### config.mk
export PLATFORM = sky130hd
export DESIGN_NAME = mem_access_stage
export DESIGN_NICKNAME = d
export VERILOG_FILES = /design/src/rtl/mem_access_stage.sv
export SDC_FILE = /design/constraint.sdc
export NUM_CORES = 1
export LEC_CHECK = 0
export CORE_MARGIN = 3
export CORE_UTILIZATION = 37
export DETAILED_ROUTE_END_ITERATION = 6
export PLACE_DENSITY = 0.87
export SETUP_SLACK_MARGIN = 0.1
export SLEW_MARGIN = 20
export SYNTH_ARGS = -nofsm -noshare
export SYNTH_HDL_FRONTEND = slang
export SYNTH_SLANG_ARGS = --single-unit
### constraint.sdc
create_clock -name clk -period 1.7 [get_ports clk]
set_input_delay 0.255 -clock clk [delete_from_list [all_inputs] [get_ports clk]]
set_output_delay 0.255 -clock clk [all_outputs]
set_load 0.02 [all_outputs]
### src/rtl/mem_access_stage.sv
// MEM stage of the RV32 pipeline: data-memory load/store over a req/ack handshake,
// upstream stall while memory is busy, and the MEM/WB pipeline register.
module mem_access_stage #(
  parameter int MAX_WAIT = 16,
  parameter int CNT_W    = 5
) (
  input  logic        clk,
  input  logic        reset,
  input  logic        outside_reset,
  input  logic [31:0] alu_res_in,
  input  logic [31:0] reg_data2_in,
  input  logic [4:0]  rd_in,
  input  logic        memRead_in,
  input  logic        memWrite_in,
  input  logic        memtoReg_in,
  input  logic        regWrite_in,
  input  logic        qed_vld_in,
  output logic        dmem_req,
  output logic        dmem_we,
  output logic [31:0] dmem_addr,
  output logic [31:0] dmem_wdata,
  input  logic        dmem_ack,
  input  logic [31:0] dmem_rdata,
  output logic        stall_out,
  output logic [31:0] mem_data_out,
  output logic [31:0] alu_res_out,
  output logic [4:0]  rd_out,
  output logic        memtoReg_out,
  output logic        regWrite_out,
  output logic        misalign_err,
  output logic        bus_err,
  output logic        qed_vld_out_mem_wb
);

  typedef enum logic {S_IDLE, S_WAIT} state_t;

  localparam logic [CNT_W-1:0] MAX_CNT = CNT_W'(MAX_WAIT);

  state_t           state, state_nxt;
  logic [CNT_W-1:0] cnt, cnt_nxt;
  logic             mem_op, aligned;
  logic             capture, bubble, kill_wb, take_rdata, set_mis, set_bus;

  assign mem_op     = memRead_in | memWrite_in;
  assign aligned    = (alu_res_in[1:0] == 2'b00);
  assign dmem_we    = memWrite_in;
  assign dmem_addr  = {alu_res_in[31:2], 2'b00};
  assign dmem_wdata = reg_data2_in;

  always_comb begin
    state_nxt  = state;
    cnt_nxt    = cnt;
    dmem_req   = 1'b0;
    stall_out  = 1'b0;
    capture    = 1'b0;
    bubble     = 1'b0;
    kill_wb    = 1'b0;
    take_rdata = 1'b0;
    set_mis    = 1'b0;
    set_bus    = 1'b0;
    case (state)
      S_IDLE: begin
        if (!mem_op) begin
          capture = 1'b1;
        end else if (!aligned) begin
          capture = 1'b1;
          kill_wb = 1'b1;
          set_mis = 1'b1;
        end else begin
          dmem_req = 1'b1;
          if (dmem_ack) begin
            capture    = 1'b1;
            take_rdata = memRead_in;
          end else begin
            stall_out = 1'b1;
            bubble    = 1'b1;
            state_nxt = S_WAIT;
            cnt_nxt   = CNT_W'(1);
          end
        end
      end
      S_WAIT: begin
        if (dmem_ack) begin
          dmem_req   = 1'b1;
          capture    = 1'b1;
          take_rdata = memRead_in;
          state_nxt  = S_IDLE;
          cnt_nxt    = '0;
        end else if (cnt == MAX_CNT) begin
          // Timeout: request is withdrawn and the instruction retires without writeback.
          capture   = 1'b1;
          kill_wb   = 1'b1;
          set_bus   = 1'b1;
          state_nxt = S_IDLE;
          cnt_nxt   = '0;
        end else begin
          dmem_req  = 1'b1;
          stall_out = 1'b1;
          bubble    = 1'b1;
          cnt_nxt   = cnt + CNT_W'(1);
        end
      end
      default: begin
        state_nxt = S_IDLE;
        cnt_nxt   = '0;
      end
    endcase
    // A pipeline reset kills any in-flight request in the same cycle.
    if (reset) begin
      dmem_req  = 1'b0;
      stall_out = 1'b0;
    end
  end

  always_ff @(posedge clk) begin
    if (reset) begin
      state <= S_IDLE;
      cnt   <= '0;
    end else begin
      state <= state_nxt;
      cnt   <= cnt_nxt;
    end
  end

  always_ff @(posedge clk) begin
    if (reset) begin
      mem_data_out <= '0;
      alu_res_out  <= '0;
      rd_out       <= '0;
      memtoReg_out <= 1'b0;
      regWrite_out <= 1'b0;
      misalign_err <= 1'b0;
      bus_err      <= 1'b0;
    end else begin
      if (capture) begin
        alu_res_out  <= alu_res_in;
        rd_out       <= rd_in;
        memtoReg_out <= memtoReg_in;
        regWrite_out <= regWrite_in & ~kill_wb;
        if (take_rdata) mem_data_out <= dmem_rdata;
      end else if (bubble) begin
        rd_out       <= '0;
        memtoReg_out <= 1'b0;
        regWrite_out <= 1'b0;
      end
      misalign_err <= misalign_err | set_mis;
      bus_err      <= bus_err | set_bus;
    end
  end

  // The QED valid bit lives in its own reset domain; the pipeline reset only freezes it.
  always_ff @(posedge clk) begin
    if (outside_reset) begin
      qed_vld_out_mem_wb <= 1'b0;
    end else if (!reset) begin
      qed_vld_out_mem_wb <= capture & qed_vld_in;
    end
  end

endmodule

== Word-level counts from Yosys, hierarchy flattened ==
Index checks and enable logic that the tools add are counted.

* $add $sub $neg: 1
* Equality and inequality tests: 4
* Multiplexer cells: 39
* Bitwise gates (word level): 7
* Reduce and logical (&&, ||, !) cells: 4

{| class="wikitable"
|+ Operators by type and width
! operator !! number
|-
| 5-bit two-way mux || 7
|-
| 1-bit two-way mux || 26
|-
| 1-bit one-hot mux with 2 select lines || 5
|-
| 5-bit one-hot mux with 2 select lines || 1
|-
| 2-bit inequality test (second input constant) || 3
|-
| 5-bit by 1-bit adder with 5-bit output (second input constant) || 1
|-
| 5-bit equality test (second input constant) || 1
|-
| 1-bit bitwise OR || 3
|-
| 3-bit AND reduction || 1
|-
| 1-bit bitwise AND || 2
|-
| 2-bit zero test || 1
|-
| 1-bit NOT || 2
|-
| 2-bit AND reduction || 1
|-
| 2-bit nonzero test || 1
|}

* Bits in registers: 80
* Bits of input ports: 110

== Logic depth before layout (Yosys ltp) ==
* Word-level depth: 7
* Depth in mapped cells: 7

== Worst setup path before layout ==
OpenSTA, ideal clock, no wires.

* Kind: reg2out
* From: reg cnt[0]
* To: out stall_out
* Arrival: 2.033 ns
* Data required time: 1.445 ns
* Slack: -0.588 ns
* Cell stages (with the launch flop): 5
* Path buffers: 0
* Path through: dfxtp_1 > inv_1 > ha_1 > nor4bb_1 > a2111oi_0

* Word-level cells in the longest chain between the ends: 5

{| class="wikitable"
|+ Ends and longest elaborated chain
! what !! RTL line !! RTL
|-
| from (decl) || 40 || <nowiki>logic [CNT_W-1:0] cnt, cnt_nxt;</nowiki>
|-
| from (signal assigned) || 121 || <nowiki>cnt <= cnt_nxt;</nowiki>
|-
| 5-bit equality test || 89 || <nowiki>end else if (cnt == MAX_CNT) begin</nowiki>
|-
| 1-bit two-way mux || 89 ||
|-
| 1-bit two-way mux || 83 || <nowiki>if (dmem_ack) begin</nowiki>
|-
| 1-bit one-hot mux with 2 select lines || 61 || <nowiki>case (state)</nowiki>
|-
| 1-bit two-way mux || 109 || <nowiki>if (reset) begin</nowiki>
|-
| to (decl) || 24 || <nowiki>output logic stall_out,</nowiki>
|}

Every way passes these cells.

== Worst setup path after layout ==
Ends and elaborated chain as after synthesis.

==> key figures <==
Route
  – DRC: 0
  – Drt first pass iters: 4
  – ANT nets after route: 0
  – WL/cell: 16.95 um
  – DR iter-0 viols: 115
  – Via-per-instance ratio: ~5
  – Total Wirelength: 11.95 mm
  – Routed via count: 3497

Worst hold path
  – Hold_sp: reset
  – Hold WC Path Type: input port to register
  – WHS Path Cells: 2
  – Hold path endpoint: state$_DFF_P_

Critical path
  – R2R setup slack: 10 ps
  – CP arrival: 1560 ps
  – Worst path slowest cell: dfxtp_2
  – Crit-path max cell delay: 340 ps
  – Critical R2R Capture: alu_res_out[5]$_SDFFE_PP0P_
  – Startpoint types: register
  – CP required: approximately 1400 ps
  – CP max FO: 3
  – Cells along the critical path: inv_2 -> ha_4 -> nor4bb_4 -> a2111oi_4 -> buf_4
  – CP Class: register to primary output
  – Reg2Reg Launch Point: cnt[0]$_SDFFE_PP0P_
  – Setup crit end kind: primary output
  – Reg2Reg Depth: 8

Power and ir drop
  – P per Cell Area: 736.2 mW/mm^2
  – Sw Pwr: 0.001217 W
  – Seq pwr share: about 45%
  – Combinational Power Share: between 20% and 30%
  – Worst vdd ir: 0.6008 mV
  – Clk pwr share: 32.7%
  – Internal power: between 0.003 and 0.004 W
  – Net Sw Frac: between 20% and 30%
  – Static Leak: approximately 3 nW

Floorplanning
  – Die area: roughly 0.012 sq mm
  – Core area: 0.01000 sq mm
  – IO Pins: 251
  – Die Width: roughly 110 um
  – Chip Height: between 100 and 150 um
  – Initial Util: 38.91%
  – Num rows: 36

Clocking
  – Clock Latency Late Sink: 340 ps
  – Total CTS buffers: 9
  – CTS tree: done
  – Max clock buf depth: 2
  – Clock Tree Root: clkbuf_8
  – Sink Count: 80
  – H-tree Lvls: 3
  – Clock transition at the registers of the reported paths: 80 ps
  – Post-CTS Hold Buffers: 0

Timing
  – Fmax: 550.7 MHz
  – Setup TNS: -201.0 ps
  – PnR worst setup slack: -116.0 ps
  – Worst-Margin Slew: between 500 and 600 ps
  – Final setup vio count: 2
  – Worst Skew: 7.716 ps
  – Unrepaired setup endpoints after global routing: true
  – Slew HR: 60.53%
  – Hold Vio Cnt, Final: 0
  – Min Tclk post-route: 1816 ps
  – Final slew viol count: 0
  – Hold slack: 145.3 ps
  – Period utilization: 106.8%

Synthesis
  – Yosys cell types: 38
  – Yosys reg bits: 80
  – Synth warnings: 0
  – Area share of the largest cell type after synthesis: 41.16%
  – Yosys top cell by area: dfxtp_1
  – Syn_area_per_cell: 9.070 sq um
  – Register area share after synthesis: 41.16%
  – Gate Count Post-Synth: 429
  – Synth area leaders: dfxtp_1, buf_4, nand2b_1
  – Post-synth design cell area: 0.003891 sq mm

GRT
  – Largest net degree at the start of global routing: 77
  – Vias in the first global route: 3533
  – Initial antenna violation count: 0
  – Global route overflow: 0
  – First-pass GRT wire length: 18.16 mm
  – GR Util All Layers: 19.46%

Final layout
  – Final Cell Area: 0.006067 sq mm
  – Layout area overhead: 55.92%
  – Fin cells: 705
  – Layout cells sized above 1: 13.64%
  – Final nets: around 680
  – ANT cells: 0

Job
  – Max cap viols: 0

Placed design
  – GPL Wtd Cong: 0.7763
  – Port bufs: between 150 and 200
  – Post-Place Cells: 676
  – DPL Wire Length: 8.135 mm
  – Placed instance area: between 0.005 and 0.006 sq mm

Outcome
  – Failing checks: negative setup slack
  – Outcome: finished, violations left
## registers in the layout, indices dropped and copies added (netlist names)
register	flops
regWrite_out	1
mem_data_out	32
rd_out	5
bus_err	1
qed_vld_out_mem_wb	1
misalign_err	1
state	1
alu_res_out	32
cnt	5
memtoReg_out	1
## per-layer routing
layer / GRT usage [%] / vias up / wire (um)
met5: 0 / - / 0
met2: 35.00 / 116 / 6179
met3: 5.612 / 43 / 861
li1: - / 1668 / -
met4: 8.025 / 0 / 344
met1: 21.31 / 1670 / 4567
## power by group through the flow
| stage | Combinational (W) | Sequential, W | Clock (W) |
|---|---|---|---|
| 2_1_floorplan | 0.000484 | 0.00215 | 0 |
| 3_3_place_gp | 0.000941 | 0.00204 | 0 |
| 3_5_place_dp | 0.000957 | 0.00205 | 0 |
| 4_1_cts | 0.000979 | 0.00200 | 0.00149 |
| 5_1_grt | 0.00106 | 0.00201 | 0.00157 |
| 6_report | 0.00100 | 0.00200 | 0.00146 |
## through the flow
stage	utilization (%)	total power [W]	worst slack (ps)
after detailed placement	55.21	0.003003	-657.9
after global routing	60.67	0.004649	-227.7
after floorplan	-	0.002632	131.2
after CTS	58.38	0.004473	-182.4
final	60.67	0.004466	-116.0
after global placement	55.21	0.002982	-667.1
## cell usage after synthesis, drive strengths merged
| cell | number |
|---|---|
| o21bai | 1 |
| nor3b | 1 |
| nor2b | 5 |
| or2 | 3 |
| dfxtp | 80 |
| a21oi | 37 |
| inv | 3 |
| nor2 | 5 |
| o311ai | 4 |
| o21ba | 1 |
| nand4 | 1 |
| a211oi | 1 |
| nand2b | 65 |
| nand3 | 35 |
| o2bb2ai | 1 |
| a2111oi | 1 |
| o32ai | 1 |
| o221a | 1 |
| o21ai | 32 |
| ha | 2 |
| buf | 75 |
| a31oi | 2 |
| clkbuf | 22 |
| or3 | 1 |
| conb | 1 |
| mux2i | 32 |
| and2 | 1 |
| and3b | 6 |
| o211ai | 1 |
| a32oi | 2 |
| nand2 | 3 |
| nand4bb | 1 |
| or4 | 1 |
| nor4bb | 1 |
## kinds of logic after synthesis
group                    share of synthesized area (%)
other                                          0.09637
AO/OA/AOI/OAI                                    12.83
flip-flops                                       41.16
adder cells (fa/ha/maj)                         0.6430
buffers and inverters                            16.85
multiplexers                                     8.232
AND/OR/NAND/NOR                                  20.19
## worst max-delay path, delay by kind of cell, from the launching register on
| kind | cells | cell delay (ps) |
|---|---|---|
| adders and majority gates | 1 | 150 |
| buffers and inverters | 2 | 260 |
| DFF | 1 | 340 |
| AOI/OAI and AO/OA | 1 | 310 |
| and+or+nand+nor | 1 | 170 |
## placed cells by master (no fill, tap or decap), types with 2 or more instances in the layout
cell	Yosys	final
inv_2	0	2
nand2b_1	65	65
dfxtp_1	80	77
clkbuf_16	0	4
buf_6	3	2
o21ai_0	32	32
dlymetal6s2s_1	0	38
or2_2	2	2
clkinvlp_4	0	3
buf_16	0	2
o311ai_0	4	4
conb_1	1	2
a21oi_1	37	36
dfxtp_2	0	3
nand2_1	3	3
clkbuf_8	0	11
nand3_1	35	35
buf_12	0	3
buf_4	67	29
clkdlybuf4s50_1	0	117
nor2b_1	5	5
a31oi_1	2	2
and3b_1	6	6
mux2i_1	32	31
nor2_1	5	5
dlygate4sd2_1	0	26
## timing repair
item                       in CTS  in global routing
buffers inserted                6                  2
hold endpoints to repair        0                  0
pin swaps                       8                  8
gates cloned                    2                  5
setup endpoints to repair      71                 80
resized for setup              52                 42
## worst max-delay path by stage
stage                                   start        end  slack [ps]  cells past startpoint
after floorplan           cnt[0]$_SDFFE_PP0P_   dmem_req         130                      4
after global placement          alu_res_in[0]  stall_out        -670                      6
after detailed placement        alu_res_in[1]  stall_out        -660                      6
after CTS                 cnt[0]$_SDFFE_PP0P_  stall_out        -180                      5
after global routing      cnt[0]$_SDFFE_PP0P_  stall_out        -230                      5
final                     cnt[0]$_SDFFE_PP0P_  stall_out        -120                      5
## layout make-up
cell class | count | area [sq um]
clock buffer | 12 | 155.1
timing repair buffer | 223 | 2350
clock inverter | 4 | 52.55
multi-input combinational | 250 | 1727
inverter | 3 | 11.26
fill | 867 | 3933
tap | 133 | 166.4
sequential | 80 | 1605
Power figures use the tool's default switching activity.
